===== src/rtl/slice_adder_sequencer.sv =====
// slice_adder_sequencer
//  Arbitrates two requesters onto one external SLICE_W-bit adder slice and
//  performs a WIDTH-bit addition as NSLICE sequential slice operations,
//  least significant slice first, with the carry registered between slices.
//  The finished result is presented on rsp_* until the consumer accepts it.
module slice_adder_sequencer #(
  parameter int WIDTH   = 12,
  parameter int SLICE_W = 3
) (
  input  logic               clk,
  input  logic               rst_n,
  // requester 0
  input  logic               req0_valid,
  output logic               req0_ready,
  input  logic [WIDTH-1:0]   req0_a,
  input  logic [WIDTH-1:0]   req0_b,
  input  logic               req0_cin,
  // requester 1
  input  logic               req1_valid,
  output logic               req1_ready,
  input  logic [WIDTH-1:0]   req1_a,
  input  logic [WIDTH-1:0]   req1_b,
  input  logic               req1_cin,
  // result
  output logic               rsp_valid,
  input  logic               rsp_ready,
  output logic [WIDTH-1:0]   rsp_sum,
  output logic               rsp_cout,
  output logic               rsp_id,
  // external adder slice
  output logic [SLICE_W-1:0] slc_a,
  output logic [SLICE_W-1:0] slc_b,
  output logic               slc_cin,
  input  logic [SLICE_W-1:0] slc_sum,
  input  logic               slc_cout
);

  localparam int NSLICE = WIDTH / SLICE_W;
  localparam int IDXW   = (NSLICE > 1) ? $clog2(NSLICE) : 1;

  // The operand must split into whole slices; anything else is a build error.
  generate
    if ((WIDTH % SLICE_W) != 0) begin : g_bad_width
      $error("slice_adder_sequencer: WIDTH (%0d) must be a multiple of SLICE_W (%0d)",
             WIDTH, SLICE_W);
    end
  endgenerate

  typedef enum logic [1:0] {
    ST_IDLE = 2'd0,
    ST_RUN  = 2'd1,
    ST_RESP = 2'd2
  } state_t;

  state_t             state_reg, state_next;
  logic [IDXW-1:0]    idx_reg, idx_next;
  logic               carry_reg, carry_next;
  logic [WIDTH-1:0]   result_reg, result_next;
  logic [WIDTH-1:0]   op_a_reg, op_a_next;
  logic [WIDTH-1:0]   op_b_reg, op_b_next;
  logic               id_reg, id_next;
  logic               last_grant_reg, last_grant_next;

  // Arbitration signals (only meaningful in IDLE).
  logic               any_valid;
  logic               grant_id;
  logic               accept;
  logic               in_idle;
  logic               in_run;
  logic               last_slice;

  // Operand slices, indexed by the current slice position.
  logic [SLICE_W-1:0] a_slice [NSLICE];
  logic [SLICE_W-1:0] b_slice [NSLICE];

  for (genvar gi = 0; gi < NSLICE; gi++) begin : g_slice
    assign a_slice[gi] = op_a_reg[gi*SLICE_W +: SLICE_W];
    assign b_slice[gi] = op_b_reg[gi*SLICE_W +: SLICE_W];
  end

  assign in_idle    = (state_reg == ST_IDLE);
  assign in_run     = (state_reg == ST_RUN);
  assign last_slice = (idx_reg == IDXW'(NSLICE - 1));

  // Round-robin winner: a lone requester wins outright; on contention the
  // requester that was not granted last time wins.
  always_comb begin
    any_valid = req0_valid | req1_valid;
    if (req0_valid && req1_valid) begin
      grant_id = ~last_grant_reg;
    end else begin
      grant_id = req1_valid;
    end
    // Ready is withheld while reset is asserted, even before the state register reacts.
    accept     = in_idle & rst_n & any_valid;
    req0_ready = accept & ~grant_id;
    req1_ready = accept &  grant_id;
  end

  // Slice drive: operands and carry for the current slice during RUN, zero otherwise.
  always_comb begin
    slc_a   = '0;
    slc_b   = '0;
    slc_cin = 1'b0;
    if (in_run) begin
      slc_a   = a_slice[idx_reg];
      slc_b   = b_slice[idx_reg];
      slc_cin = carry_reg;
    end
  end

  // Response outputs are only non-zero while the result is being offered.
  always_comb begin
    rsp_valid = (state_reg == ST_RESP);
    rsp_sum   = rsp_valid ? result_reg : '0;
    rsp_cout  = rsp_valid & carry_reg;
    rsp_id    = rsp_valid & id_reg;
  end

  // Next-state and datapath update for the IDLE -> RUN -> RESP sequence.
  always_comb begin
    state_next      = state_reg;
    idx_next        = idx_reg;
    carry_next      = carry_reg;
    result_next     = result_reg;
    op_a_next       = op_a_reg;
    op_b_next       = op_b_reg;
    id_next         = id_reg;
    last_grant_next = last_grant_reg;

    unique case (state_reg)
      ST_IDLE: begin
        if (accept) begin
          op_a_next       = grant_id ? req1_a   : req0_a;
          op_b_next       = grant_id ? req1_b   : req0_b;
          carry_next      = grant_id ? req1_cin : req0_cin;
          id_next         = grant_id;
          last_grant_next = grant_id;
          idx_next        = '0;
          state_next      = ST_RUN;
        end
      end

      ST_RUN: begin
        // The slice result for this position lands in the matching result field.
        for (int i = 0; i < NSLICE; i++) begin
          if (idx_reg == IDXW'(i)) begin
            result_next[i*SLICE_W +: SLICE_W] = slc_sum;
          end
        end
        carry_next = slc_cout;
        if (last_slice) begin
          idx_next   = '0;
          state_next = ST_RESP;
        end else begin
          idx_next = idx_reg + 1'b1;
        end
      end

      ST_RESP: begin
        if (rsp_ready) begin
          state_next = ST_IDLE;
        end
      end

      default: begin
        state_next = ST_IDLE;
      end
    endcase
  end

  // State and datapath registers; reset discards any operation in flight.
  always_ff @(posedge clk or negedge rst_n) begin
    if (!rst_n) begin
      state_reg      <= ST_IDLE;
      idx_reg        <= '0;
      carry_reg      <= 1'b0;
      result_reg     <= '0;
      op_a_reg       <= '0;
      op_b_reg       <= '0;
      id_reg         <= 1'b0;
      last_grant_reg <= 1'b1;
    end else begin
      state_reg      <= state_next;
      idx_reg        <= idx_next;
      carry_reg      <= carry_next;
      result_reg     <= result_next;
      op_a_reg       <= op_a_next;
      op_b_reg       <= op_b_next;
      id_reg         <= id_next;
      last_grant_reg <= last_grant_next;
    end
  end

endmodule


===== config.mk =====
export PLATFORM = sky130hd
export DESIGN_NAME = slice_adder_sequencer
export DESIGN_NICKNAME = d
export VERILOG_FILES = /design/src/rtl/slice_adder_sequencer.sv
export SDC_FILE = /design/constraint.sdc
export NUM_CORES = 1
export LEC_CHECK = 0
export CORE_MARGIN = 2
export CORE_UTILIZATION = 35
export DETAILED_ROUTE_END_ITERATION = 6
export DONT_BUFFER_PORTS = 1
export PLACE_DENSITY_LB_ADDON = 0.05
export SKIP_LAST_GASP = 1
export SYNTH_ARGS = -nofsm -noshare
export SYNTH_HDL_FRONTEND = slang
export SYNTH_SLANG_ARGS = --single-unit

===== constraint.sdc =====
create_clock -name clk -period 1.75 [get_ports clk]
set_input_delay 0.0875 -clock clk [delete_from_list [all_inputs] [get_ports clk]]
set_output_delay 0.0875 -clock clk [all_outputs]
set_load 0.05 [all_outputs]

; Word level (Yosys, flattened, before mapping)
; Index checks and enable logic that the tools add are counted.
[classes]
n_addsub = 1
reduce_logical = 11
n_eq_ne = 8
muxes = 23
order_cmp = 1
bitwise_logic = 10
[ops]
columns = operator, count
row1 = $mux 12, 3
row2 = $mux 3, 6
row3 = $bmux 3 s2, 2
row4 = $reduce_and 2->1, 6
row5 = $mux 2, 5
row6 = $and 1x1->1, 6
row7 = $eq 2x2->1 const B, 3
row8 = $pmux 2 s3, 1
row9 = $eq 2x1->1 const B, 2
row10 = $logic_not 2->1, 2
row11 = $mux 1, 4
row12 = $ne 2x1->1 const B, 2
row13 = $pmux 2 s2, 1
row14 = $ge 3x3->1 const B, 1
row15 = $not 2->3, 1
row16 = $reduce_and 3->1, 1
row17 = $add 2x1->2 const B, 1
row18 = $ne 2x2->1 const B, 1
row19 = $not 1->1, 2
row20 = $pmux 1 s2, 1
row21 = $reduce_bool 2->1, 1
row22 = $logic_and 1x1->1, 1
row23 = $or 1x1->1, 1
[totals]
ff_bits = 43
wordCells = 65
input_bits = 59
out_inout_bits = 24

; Logic depth before layout (Yosys ltp)
; Gate-level depths: netlist of run 1.
[depth]
word_depth = 5
depth_mapped = 5

; Worst setup path before layout of run 1
; OpenSTA, ideal clock, no wires.
[synth_timing]
path_kind = register -> output
from = register state_reg[0]
to = output rsp_sum[10]
path_stages_with_launch = 4
path_slack_ps = -75
arrival_time_ps = 1737
path_cell_list = dfrtp_1 > and2b_2 > clkbuf_1 > and2_1
[synth_via]
elab_chain_len = 2
[synth_rtl]
columns = item, line
row1 = "start, declared", 55  ; state_t state_reg, state_next;
row2 = "start signal, assigned", 184  ; state_reg <= state_next;
row3 = $eq 2x2->1, 114  ; rsp_valid = (state_reg == ST_RESP);
row4 = net rsp_valid, 25  ; output logic rsp_valid,
row5 = $mux 12, 115  ; rsp_sum = rsp_valid ? result_reg : '0;
row6 = "end, declared", 27  ; output logic [WIDTH-1:0] rsp_sum,
; The timed path passes the listed nets, and every way through them passes these cells.

; Worst setup path in the final report of run 1
[layout_timing]
from = register idx_reg[0]
to = output slc_a[2]
[layout_via]
elab_chain_len = 5
[layout_rtl]
columns = item, line
row1 = "start, declared", 56  ; logic [IDXW-1:0] idx_reg, idx_next;
row2 = "start signal, assigned", 185  ; idx_reg <= idx_next;
row3 = $not 2->3 (not written as such), 106  ; slc_a = a_slice[idx_reg];
row4 = $bmux 3 s2, 106
row5 = $mux 3 (not written as such) (2 in series), 106
row6 = $mux 3, 105  ; if (in_run) begin
row7 = "end, declared", 31  ; output logic [SLICE_W-1:0] slc_a,
; Every way passes these cells. The select of a mux whose other input is x is not followed.

==> results of run 1 <==
cell usage after synthesis (2+ instances only):
cell type	number	area share, %
dfrtp_1	42	43
nand2_1	31	4.8
a221o_1	25	10
and2_1	21	5.4
nor3_2	19	7.9
mux2_2	12	5.6
clkbuf_1	6	0.93
mux4_2	6	5.6
nor3_1	6	1.2
inv_1	5	0.77
buf_2	4	0.83
buf_6	4	1.9
ha_1	4	2.1
o21a_1	3	0.93
o21ai_0	3	0.62
and2b_2	2	0.72
buf_12	2	1.7
path summary, 6_finish.rpt:
check / startpoint / endpoint / slack (ns) / cells after the start
worst min register to register: id_reg / id_reg / 0.48 / 1
worst max register to register: state_reg[0] / op_b_reg[7] / 0.18 / 3
min in group asynchronous: rst_n / op_a_reg[5] / 0.30 / 2
max in group asynchronous: rst_n / last_grant_reg / 1.20 / 2
worst min-delay path: req0_valid / last_grant_reg / 0.01 / 2
worst max-delay path: idx_reg[0] / slc_a[2] / 0.07 / 2
where the power goes:
group          switching (mW)  internal [mW]  leakage [nW]  total (mW)
Combinational            1.34           1.13         0.724        2.47
Clock                   0.351          0.274        0.0477       0.624
Sequential              0.352           1.49         0.521        1.84
layer usage:
| layer | vias to the layer above | routed length [um] |
|---|---|---|
| li1 | 851 | - |
| met1 | 912 | 2710 |
| met2 | 54 | 3160 |
| met3 | 5 | 281 |
| met4 | 0 | 70 |
| met5 | - | 0 |
area by class of cell:
type                    instances  area (um^2)
clock inverters                 3         15.0
repair buffers                 54          526
inverters                       5         18.8
well taps                      80          100
flip-flops and latches         43         1080
clock buffers                   5         68.8
fillers                       658         3740
multi-input cells             144         1210
logic make-up (layout without fill, tap and decap cells):
group / Yosys count / count (layout) / share of synthesized area, %
and+or+nand+nor: 87 / 87 / 22.7
DFF: 43 / 43 / 44.5
AOI/OAI and AO/OA: 35 / 35 / 13.1
buffers and inverters: 23 / 67 / 6.56
muxes: 18 / 18 / 11.2
adders and majority gates: 4 / 4 / 2.07
stage by stage:
step / util, % / instances / power (mW) / setup WS [ns]
after floorplan: - / 210 / 3.72 / 0.216
after global placement: 38.2 / 294 / 4.08 / 0.114
after detailed placement: 38.2 / 294 / 4.15 / 0.0662
after CTS: 44.6 / 334 / 4.99 / 0.0327
after global routing: 44.6 / 334 / 5.25 / -0.00745
final: 44.6 / 334 / 4.93 / 0.0670
what timing repair did:
| item | CTS | global route |
|---|---|---|
| endpoints found under the hold margin | 81 | 0 |
| endpoints found under the setup margin | 6 | 4 |
| gates resized for setup | 13 | 0 |
| hold buffers | 31 | 0 |
| setup buffers | 1 | 0 |
==> impl_metrics.toml, run 1 <==
[sta]
hold_slack_ns = 0.0149
clock.fmax_ghz = 0.594
period_needed_ns = 1.68
drv_slew = 0
rsz0062_at_grt = "true"
worstMarginPinSlew_ns = 1.09
totalNegativeSetupSlack_ns = 0
setup_viol_count_final = 0
fin_crit_sh_pct = 96.2
hold_viol = 0
slew-limit-headroom_pct = 27.6
fin_worst_skew_ns = 0.00425

[clocking]
cts_tree = "built"
cts_inserted_buffers = 5
numClockSinks = 43
insertion_delay_ns = 0.29
clockBufferDepth = 2
ctsHtreeMaxLevel = 2
cts-root-buf = "clkbuf_8"
path_clk_slew_ns = 0.08

[power]
power_density_nw_per_um2 = 1640
p_leak_nw = 1.29
ir_drop_uv = 453

[yosys]
avgSynthCellArea_um2 = 11.5
synthesis.nets = 273
synthCells = 210
ys_seq_area_share_pct = 44.5
yosys_warnings = 0
synth_cell_type_count = 32
ys_ff_latch = 43
synth-edff-count = 0
async_flop_share_pct = 100
ys.flop_type = "dfrtp_1"
syn_area_um2 = 2420

[floorplan]
start_util_pct = 35.9
dieWidth_um = 87.2
rows = 30
dieArea_um2 = 7600
dieHeight_um = 87.2
io_pins = 83
core_um2 = 6760

[route]
wl_per_cell_um = 18.6
route.vias.total = 1822
drt-total-wl_um = 6220
vias_per_cell = 5.46
dr.pass1.iters = 4
drc = 0
drtIter0Drc = 57
postRouteAntennaNets = 0

[worst_setup_path]
slowest_stage = "mux4_2"
crit_path_max_fanout = 8
crit_buf_inv = 0
crit_chain = "mux4_2 > and2_4"
cp_top_family = "multiplexers"
worstPathRequired_ns = 1.66
crit_type = "reg2out"
endpoint_kind = "output pin"
start_kind = "register"
slowest_delay_ns = 0.54
crit_arrival_ns = 1.60

[finish]
stdcell_area_um2 = 3010
syn_to_final_growth_pct = 24.4
layout.nets = 316
layout_commonest_cell = "dfrtp_1"
diodes = 0
drive_gt1_share_pct = 32.7
mostFrequentLayoutCells = "dfrtp_1 (41), nand2_1 (31), dlygate4sd3_1 (30), a221o_1 (25), buf_4 (21)"

[placement]
place_area_um2 = 2580
port_buffers = 0
place.gp.congestion = 0.820
dpl.hpwl_um = 4340

[job]
maxCapViolCount = 0

[global_route]
grt_usage_pct = 17.4
grt_pass1_vias = 1942
met3_usage_pct = 3.79
grt_max_degree = 44
grt.busiest_layer = "met2"
grtUsageMet1_pct = 22.0
use_met2_pct = 30.3
grt_antenna_before_repair = 0
grt_first_pass_wirelength_um = 10100
overflow = 0

[hold_path]
min_path_type = "in2reg"

[outcome]
outcome = "complete, no violations"
No activity file was read; power rests on OpenSTA's default activity.
==> run 2, diff against run 1 <==
Settings changed: ABC_AREA from default to 1.
==> run 2 against run 1 <==
The run now ends with hold timing left. Hold slack lost 0.016 ns. Routed wire length fell by 4.7%. Combinational power increased by 2%. Non-clock buffer count up 7. Cell count increased by 44%. Sequential cell count unchanged. Critical endpoint is now slc_b[2]. Largest cell class unchanged.
==> impl_metrics.toml, run 2 <==
[outcome]
outcome = "complete, but fails checks"
violations = "hold timing"

[route]
postRouteAntennaNets = 0
route.vias.total = 2177
drt-total-wl_um = 5930
drtIter0Drc = 97
drc = 0
dr.pass1.iters = 4
wl_per_cell_um = 12.3
vias_per_cell = 4.53

[worst_setup_path]
worstPathRequired_ns = 1.66
start_kind = "register"
crit_start = "state_reg[1]"
crit_path_max_fanout = 7
r2r-start = "idx_reg[1]"
crit_arrival_ns = 1.59
endpoint_kind = "output pin"
crit_type = "reg2out"

[finish]
mostFrequentLayoutCells = "nand2_1 (195), dfrtp_1 (41), buf_4 (39), nor2_1 (30), dlygate4sd3_1 (21)"
post-route-util_pct = 46.6
diodes = 0
syn_to_final_growth_pct = 26.7
drive_gt1_share_pct = 15.1
stdcell_area_um2 = 3000
layout_commonest_cell = "nand2_1"
layout.nets = 466

[yosys]
yosysMostFrequentCell = "nand2_1"
ys_seq_area_share_pct = 45.6
synthCells = 349
synth_top_area_cell = "dfrtp_1"
ys_ff_latch = 43
synthesis.nets = 412
syn_area_um2 = 2360
yosys_warnings = 0
synth_common_cells = "nand2_1 (195), dfrtp_1 (42), nor2_1 (32), inv_1 (20), o21ai_1 (15)"
async_flop_share_pct = 100
ys.flop_type = "dfrtp_1"
avgSynthCellArea_um2 = 6.77
synth-edff-count = 0
synth_area_leaders = "dfrtp_1 (44%), nand2_1 (31%), nor2_1 (5.1%)"
yosys.area.top_type_share_pct = 44.5
synth_cell_type_count = 20

[power]
p_int_mw = 2.63
switching_share_pct = 46.1
finalPower_mw = 4.87
p_leak_nw = 1.67
power_density_nw_per_um2 = 1630
power_frac_comb_pct = 51.6
seq_power_share_pct = 36.0
pwr-share-clk_pct = 12.4
ir_drop_uv = 710
switchingPower_mw = 2.24

[floorplan]
dieWidth_um = 86.2
dieHeight_um = 86.2
io_pins = 83
rows = 29
dieArea_um2 = 7430
core_um2 = 6420
start_util_pct = 36.8

[clocking]
cts-root-buf = "clkbuf_8"
cts_tree = "built"
path_clk_slew_ns = 0.08
ctsHtreeMaxLevel = 2
numClockSinks = 43
cts_inserted_buffers = 5
clockBufferDepth = 2
insertion_delay_ns = 0.30

[placement]
place_area_um2 = 2600
place.gp.congestion = 0.777
dpl.hpwl_um = 4080
port_buffers = 0
dp_slack_ns = 0.326

[sta]
hold_slack_ns = -0.00104
drv_slew = 0
totalNegativeSetupSlack_ns = 0
hold_viol = 1
fin_worst_skew_ns = 0.00973
setup_viol_count_final = 0
slew-limit-headroom_pct = 77.8
period_needed_ns = 1.68
clock.fmax_ghz = 0.596
rsz0062_at_grt = "true"
fin_crit_sh_pct = 95.9
fin_ws_ns = 0.0712
worstMarginPinSlew_ns = 0.333

[job]
maxCapViolCount = 0

[global_route]
grt_antenna_before_repair = 0
overflow = 0
grt_max_degree = 44
grt_usage_pct = 16.3
grt_pass1_vias = 2044
grt_first_pass_wirelength_um = 9620

[hold_path]
min_path_type = "in2reg"
min_from = "req1_b[0]"
run 2: changes by cell type after synthesis, sizes merged, moves of 12 or more:
cell,before,now
a221o,25,0
and2,21,0
inv,5,25
mux2,12,0
nand2,31,196
nor2,2,32
nor3,25,0
o21ai,4,23
run 2: power groups by stage:
stage          registers (mW)  logic, mW  clock network (mW)
2_1_floorplan            1.67       1.83                   0
3_3_place_gp             1.77       2.29                   0
3_5_place_dp             1.76       2.32                   0
4_1_cts                  1.75       2.40               0.620
5_1_grt                  1.82       2.83               0.663
6_report                 1.75       2.51               0.604
run 2: through the flow:
step	hold WS (ns)	cells
global placement	-0.207	442
finish	-0.00104	481
detailed placement	-0.206	442
global route	0.0113	481
CTS	0.000756	472
floorplan	-0.208	349
run 2: worst paths after layout:
kind	endpoint	slack (ns)	cells past startpoint
worst min register to register	op_a_reg[10]	0.48	2
max in group asynchronous	last_grant_reg	1.19	2
worst max-delay path	slc_b[2]	0.07	5
worst min-delay path	op_b_reg[0]	-0.001	4
worst max register to register	result_reg[3]	0.26	7
min in group asynchronous	carry_reg	0.29	2
run 2: logic make-up after synthesis:
family	after synthesis	share of synthesized area [%]
compound gates	30	6.51
fa+ha+maj	4	2.12
buf+inv	40	8.20
flops	43	45.6
simple gates	232	37.6
run 2: repair_timing:
action | in CTS | in global routing
resized for setup | 1 | 5
buffers inserted | 0 | 9
pin swaps | 0 | 1
endpoints found under the setup margin | 2 | 7
hold buffers | 22 | 0
endpoints found under the hold margin | 55 | 0
run 2: cell type report:
cell class | count | area [um^2]
tap | 77 | 96.3
inverter | 26 | 108
timing repair buffer | 61 | 531
sequential | 43 | 1080
clock buffer | 7 | 76.3
fill | 673 | 3430
clock inverter | 1 | 5.00
multi-input combinational | 266 | 1100
run 2: critical path, cell delays in order (launching register included):
cell and delay, ns:
dfrtp_1 0.40, inv_1 0.09, nand2_1 0.21, buf_4 0.24, a21oi_1 0.14, buf_4 0.22
run 2: metal layers:
layer,GRT usage (%),up-vias,part of all wire [%]
met1,21.0,954,47
met3,3.24,7,3.8
met4,4.69,0,1.3
met2,27.9,57,48
met5,0,-,0
li1,-,1159,-
